**src/rtl/fifo_pkg.sv**
```systemverilog
// -----------------------------------------------------------------------------
// fifo_pkg
// Shared definitions for the async FIFO write/read controllers.
//   ADDR_W  : default RAM address width
//   PTR_W   : pointer width (one extra wrap bit above the address)
//   DEPTH   : number of RAM entries
//   bin2gray / gray2bin : pointer code conversions, written on a 32-bit
//   carrier so any pointer width up to 32 can use them via size casts.
// -----------------------------------------------------------------------------
package fifo_pkg;

    localparam int ADDR_W = 4;
    localparam int PTR_W  = ADDR_W + 1;
    localparam int DEPTH  = 1 << ADDR_W;

    function automatic logic [31:0] bin2gray(input logic [31:0] b);
        return b ^ (b >> 1);
    endfunction

    // Each binary bit is the XOR of all Gray bits at or above it.
    function automatic logic [31:0] gray2bin(input logic [31:0] g);
        logic [31:0] b;
        b = g;
        for (int i = 1; i < 32; i++) begin
            b = b ^ (g >> i);
        end
        return b;
    endfunction

endpackage

```
**src/rtl/sync_2ff.sv**
```systemverilog
// -----------------------------------------------------------------------------
// sync_2ff
// Two-flop synchroniser for a Gray-coded pointer crossing clock domains.
// Ports:
//   clk   : destination-domain clock
//   rst_n : synchronous active-low reset, clears both stages
//   d     : asynchronous input bus (must change at most one bit at a time)
//   q     : synchronised output, two clk cycles behind d
// -----------------------------------------------------------------------------
module sync_2ff
    import fifo_pkg::*;
#(
    parameter int WIDTH = PTR_W
) (
    input  logic             clk,
    input  logic             rst_n,
    input  logic [WIDTH-1:0] d,
    output logic [WIDTH-1:0] q
);

    logic [WIDTH-1:0] stage1_q;
    logic [WIDTH-1:0] stage2_q;

    // NOTE: reset is sampled on the clock edge (no rst_n in the sensitivity
    // list), and sequential state uses non-blocking assignments so both
    // stages shift on the same edge without ordering races.
    always_ff @(posedge clk) begin
        if (!rst_n) begin
            stage1_q <= '0;
            stage2_q <= '0;
        end else begin
            stage1_q <= d;
            stage2_q <= stage1_q;
        end
    end

    assign q = stage2_q;

endmodule

```
**src/rtl/fifo_wr_arb_ctrl.sv**
```systemverilog
// -----------------------------------------------------------------------------
// fifo_wr_arb_ctrl
// Write-side controller of the async FIFO. Arbitrates the single RAM write
// port between NUM_REQ requesters (round robin), owns the binary/Gray write
// pointer, synchronises the read Gray pointer and produces full, almost_full
// and a conservative fill level.
// Ports:
//   clk, rst_n      : write clock, synchronous active-low reset
//   req             : per-requester level request, held until granted
//   gnt             : one-hot grant, a write happens this cycle
//   wr_en, wr_addr  : RAM write enable and address
//   rd_gray_async   : read-domain Gray pointer (asynchronous)
//   wr_gray         : registered Gray write pointer for the read domain
//   full            : registered full flag
//   almost_full     : registered, free slots <= AF_THRESH
//   wr_level        : registered fill count (may over-report, never under)
// -----------------------------------------------------------------------------
module fifo_wr_arb_ctrl
    import fifo_pkg::*;
#(
    parameter int ADDR_WIDTH = ADDR_W,
    parameter int NUM_REQ    = 4,
    parameter int AF_THRESH  = 2
) (
    input  logic                  clk,
    input  logic                  rst_n,
    input  logic [NUM_REQ-1:0]    req,
    output logic [NUM_REQ-1:0]    gnt,
    output logic                  wr_en,
    output logic [ADDR_WIDTH-1:0] wr_addr,
    input  logic [ADDR_WIDTH:0]   rd_gray_async,
    output logic [ADDR_WIDTH:0]   wr_gray,
    output logic                  full,
    output logic                  almost_full,
    output logic [ADDR_WIDTH:0]   wr_level
);

    localparam int PTR_WIDTH  = ADDR_WIDTH + 1;
    localparam int FIFO_DEPTH = 1 << ADDR_WIDTH;
    localparam int IDX_W      = $clog2(NUM_REQ);

    // Full when the write pointer equals the read pointer with the top two
    // Gray bits inverted (same address, opposite wrap).
    localparam logic [PTR_WIDTH-1:0] FULL_MASK = PTR_WIDTH'(3) << (PTR_WIDTH - 2);

    logic [PTR_WIDTH-1:0] rq2;
    logic [PTR_WIDTH-1:0] rd_bin;

    logic [IDX_W-1:0]     last_q,    last_d;
    logic [PTR_WIDTH-1:0] wr_bin_q,  wr_bin_d;
    logic [PTR_WIDTH-1:0] wr_gray_q, wr_gray_d;
    logic [PTR_WIDTH-1:0] level_q,   level_d;
    logic                 full_q,    full_d;
    logic                 af_q,      af_d;

    sync_2ff #(
        .WIDTH (PTR_WIDTH)
    ) u_rd_sync (
        .clk   (clk),
        .rst_n (rst_n),
        .d     (rd_gray_async),
        .q     (rq2)
    );

    // Round-robin search from last+1, wrapping. Grant is suppressed while
    // full and during reset so no write can slip into the reset cycle.
    always_comb begin
        int unsigned idx;
        // NOTE: every variable gets a default before any conditional
        // assignment, otherwise synthesis infers latches.
        gnt    = '0;
        last_d = last_q;
        idx    = 0;
        if (rst_n && !full_q && (|req)) begin
            for (int k = 1; k <= NUM_REQ; k++) begin
                idx = (int'(last_q) + k) % NUM_REQ;
                if ((gnt == '0) && req[idx]) begin
                    gnt[idx] = 1'b1;
                    last_d   = IDX_W'(idx);
                end
            end
        end
    end

    assign wr_en   = |gnt;
    assign wr_addr = wr_bin_q[ADDR_WIDTH-1:0];

    // Flags are computed from the post-write pointer and the current rq2,
    // so a write coinciding with a read-pointer update sees both new values.
    always_comb begin
        wr_bin_d  = wr_bin_q + PTR_WIDTH'(wr_en);
        wr_gray_d = PTR_WIDTH'(bin2gray(32'(wr_bin_d)));
        rd_bin    = PTR_WIDTH'(gray2bin(32'(rq2)));
        full_d    = (wr_gray_d == (rq2 ^ FULL_MASK));
        level_d   = wr_bin_d - rd_bin;
        af_d      = (FIFO_DEPTH - int'(level_d)) <= AF_THRESH;
    end

    always_ff @(posedge clk) begin
        if (!rst_n) begin
            last_q    <= IDX_W'(NUM_REQ - 1);
            wr_bin_q  <= '0;
            wr_gray_q <= '0;
            level_q   <= '0;
            full_q    <= 1'b0;
            af_q      <= 1'b0;
        end else begin
            last_q    <= last_d;
            wr_bin_q  <= wr_bin_d;
            wr_gray_q <= wr_gray_d;
            level_q   <= level_d;
            full_q    <= full_d;
            af_q      <= af_d;
        end
    end

    assign wr_gray     = wr_gray_q;
    assign full        = full_q;
    assign almost_full = af_q;
    assign wr_level    = level_q;

endmodule

```
**config.mk**
```make
export PLATFORM = sky130hd
export DESIGN_NAME = fifo_wr_arb_ctrl
export DESIGN_NICKNAME = d
export VERILOG_FILES = /design/src/rtl/fifo_pkg.sv /design/src/rtl/sync_2ff.sv /design/src/rtl/fifo_wr_arb_ctrl.sv
export SDC_FILE = /design/constraint.sdc
export NUM_CORES = 1
export LEC_CHECK = 0
export ABC_CLOCK_PERIOD_IN_PS = 4660
export CELL_PAD_IN_SITES_DETAIL_PLACEMENT = 1
export CELL_PAD_IN_SITES_GLOBAL_PLACEMENT = 2
export CORE_ASPECT_RATIO = 1.4
export CORE_UTILIZATION = 29
export CTS_CLUSTER_SIZE = 10
export DETAILED_ROUTE_END_ITERATION = 10
export GPL_TIMING_DRIVEN = 1
export PLACE_DENSITY = 0.84
export SLEW_MARGIN = 0
export SYNTH_ARGS = -nofsm -noshare
export SYNTH_HDL_FRONTEND = slang
export SYNTH_HIERARCHICAL = 1
export SYNTH_SLANG_ARGS = --single-unit
export TNS_END_PERCENT = 50
```
**constraint.sdc**
```tcl
create_clock -name clk -period 4.66 [get_ports clk]
set_input_delay 1.165 -clock clk [delete_from_list [all_inputs] [get_ports clk]]
set_output_delay 1.165 -clock clk [all_outputs]
set_load 0.005 [all_outputs]
```
==> impl_metrics.toml <==
[routing]
routed-via-count = 1592
wire_per_inst_um = 14.92
drc = 0
vias_per_cell = 4.960
initialDrtViolationCount = 49
ant_nets = 0
dr.pass1.iters = 4
routed_wl_um = 4789

[worst_setup_path]
reg2reg_depth = 18
critPathLaunchType = "input pin"
r2r_end = "almost_full$_SDFF_PN0_"
max_stage_delay_ps = 570
end_kind = "register"
crit_arrival_ps = 4770
crit_start = "req[1]"
reg2reg_slack_ps = 350
reg2reg_from = "last_q[0]$_SDFFE_PN1P_"
cp_max_fo = 5
critPathSlowestCell = "or4b_4"
worstSetupEndpoint = "almost_full$_SDFF_PN0_"
crit_chain = "buf_6, mux4_2, buf_6, nand2_1, o211ai_1, o2bb2ai_2, or4b_4, ha_4, ha_4, inv_2, fa_1, ha_1, inv_1, o211ai_1, o21ai_1, a221oi_2, nor3_2"
cp_data_required_time_ps = 4830
worstSetupPathType = "input pin to register"

[timing]
rsz0062_at_grt = "yes"
finalSetupViolations = 0
finClkSkew_ps = 4.682
fin_ws_ps = 56.30
fmax_mhz = 217.2
finalCriticalPeriod_ps = 4604
worst_hold_slack_ps = 442.5
slew_headroom_pct = 75.83
post-route-period-util_pct = 98.79
final-hold-violation-count = 0
maxSlewViolCount = 0
tightest_slew_ps = 362.6

[cells_and_area]
antennaDiodeCount = 0
area_growth_pct = 46.86
instances_no_fill = 321
design_area_um2 = 2635
nets = 279
drive_gt1_share_pct = 31.87
final_common_cell = "buf_4"
final_cell_mix = "36 x buf_4, 28 x dfxtp_1, 27 x clkdlybuf4s50_1"

[logic_synthesis]
synth_top_area_share_pct = 31.24
synth_edf_count = 0
ys_seq_area_share_pct = 31.24
async_flop_share_pct = 0
syn-cell-area_um2 = 1794
synth_seq_cells = 28
synth.avg_cell_area_um2 = 9.913
ys.flop_type = "dfxtp_1"
synth_cells = 181
yosys-top-cells-area = "dfxtp_1 31%, ha_1 10%, and2_1 5.9%"
synth_fp_nets = 208
synth_warnings = 6
yosysTopAreaCell = "dfxtp_1"
yosysUniqueCellTypes = 53

[power]
power.leakage_nw = 1.150
pwr_density_cell_nw_per_um2 = 778.3
peakVddDrop_mv = 0.4464
totalPowerFinal_mw = 2.051

[clocking]
path_clk_slew_ps = 90
h-tree-depth = 1
clkLatencyLatePin_ps = 280
cts.sinks = 28
root_buffer = "clkbuf_8"
clockBufferDepth = 2
cts_hold_buffers = 0
cts_tree = "done"
numCtsBuffers = 3

[place]
hpwl_um = 3799
pre_cts_slack_ps = -681.1
dp_cells = 309
port_buffers = 31
gp_congestion = 0.7480
placedInstanceArea_um2 = 2474

[global_route]
grt_max_degree = 17
grt_overflow = 0
grt_pass1_wl_um = 7783
antenna_found_initial = 0
grt_pass1_vias = 1661
track_usage_pct = 16.22

[hold_path]
hp-class = "register to register"

[floorplanning]
die_h_um = 95.07
dieArea_um2 = 6510
row_count = 33
start_util_pct = 30.39
die_x_um = 68.48
ios = 32
coreArea_um2 = 5904

[outcome]
outcome = "completed"

[job]
cap_violations = 0
registers in the layout, indices dropped and copies added (netlist names):
| name | flops |
|---|---|
| wr_level | 5 |
| almost_full | 1 |
| u_rd_sync/stage1_q | 5 |
| wr_gray | 5 |
| full | 1 |
| wr_bin_q | 4 |
| last_q | 2 |
| u_rd_sync/q | 5 |
cell families (layout without fill, tap and decap cells):
| kind of cell | count (synthesis) | count (layout) | share of synthesized area, % |
|---|---|---|---|
| AOI/OAI and AO/OA | 38 | 38 | 17.99 |
| buffers and inverters | 17 | 87 | 3.974 |
| and+or+nand+nor | 61 | 61 | 18.62 |
| muxes | 5 | 5 | 5.579 |
| adders and majority gates | 17 | 17 | 12.20 |
| DFF | 28 | 28 | 31.24 |
| xor gates and xnor gates | 15 | 15 | 10.39 |
synthesized netlist by cell type (all sizes together) (2+ instances only):
library cell	number
nand2	7
a2111oi	2
xnor2	7
a221oi	2
nand3	3
and3	2
o31ai	2
a22oi	5
o21ai	6
or4	4
xor2	5
ha	15
a21oi	2
inv	15
o21a	2
nor2	16
and2	17
o211ai	2
o2bb2ai	2
xnor3	2
a21o	2
dfxtp	28
nor3	6
mux4	4
a21boi	2
cell type report:
type / instances / area (um^2)
Sequential cell: 28 / 560.5
Fill cell: 674 / 3269
Clock buffer: 4 / 55.05
Tap cell: 70 / 87.58
Multi-Input combinational cell: 136 / 1276
Timing Repair Buffer: 68 / 596.8
Inverter: 15 / 58.81
through the flow:
stage               utilization [%]  TNS [ps]
global route                  44.63    -76.24
floorplan                         -    -2.937
finish                        44.63         0
detailed placement            41.89     -2532
global placement              41.89     -1842
CTS                           44.25         0
critical path: cells and delay by family:
kind / cells / cell delay (ps)
muxes: 1 / 510
adders and majority gates: 4 / 1260
buffers and inverters: 4 / 330
and+or+nand+nor: 3 / 680
AOI/OAI and AO/OA: 5 / 820
worst min path at each step:
| stage | slack (ps) | end | cells after the start | startpoint |
|---|---|---|---|---|
| after global routing | 470 | u_rd_sync/q[2]$_SDFF_PN0_ | 1 | u_rd_sync/stage1_q[2]$_SDFF_PN0_ |
| final | 440 | u_rd_sync/q[2]$_SDFF_PN0_ | 1 | u_rd_sync/stage1_q[2]$_SDFF_PN0_ |
| after detailed placement | 420 | u_rd_sync/q[1]$_SDFF_PN0_ | 1 | u_rd_sync/stage1_q[1]$_SDFF_PN0_ |
| after global placement | 410 | u_rd_sync/q[0]$_SDFF_PN0_ | 1 | u_rd_sync/stage1_q[0]$_SDFF_PN0_ |
| after floorplan | 410 | u_rd_sync/q[0]$_SDFF_PN0_ | 1 | u_rd_sync/stage1_q[0]$_SDFF_PN0_ |
| after CTS | 450 | u_rd_sync/q[1]$_SDFF_PN0_ | 1 | u_rd_sync/stage1_q[1]$_SDFF_PN0_ |
power breakdown:
group / switching, mW / total, mW / internal [mW]
Combinational: 0.722 / 1.58 / 0.858
Clock: 0.0759 / 0.152 / 0.0757
Sequential: 0.0270 / 0.320 / 0.293
Total: 0.825 / 2.05 / 1.23
per-layer routing:
metal,part of all wire [%],GRT usage (%),wire (um)
met5,0,0,0
met4,1.2,4.167,57
met3,1.4,1.435,69
met2,59,32.84,2813
met1,39,16.80,1849
repair_timing:
item / 4_1_cts / 5_1_grt
cloned: 0 / 0
resized for setup: 31 / 3
buffers inserted: 6 / 2
pin swaps: 16 / 15
endpoints found under the setup margin: 7 / 1
(Power assumes the default switching activity.)
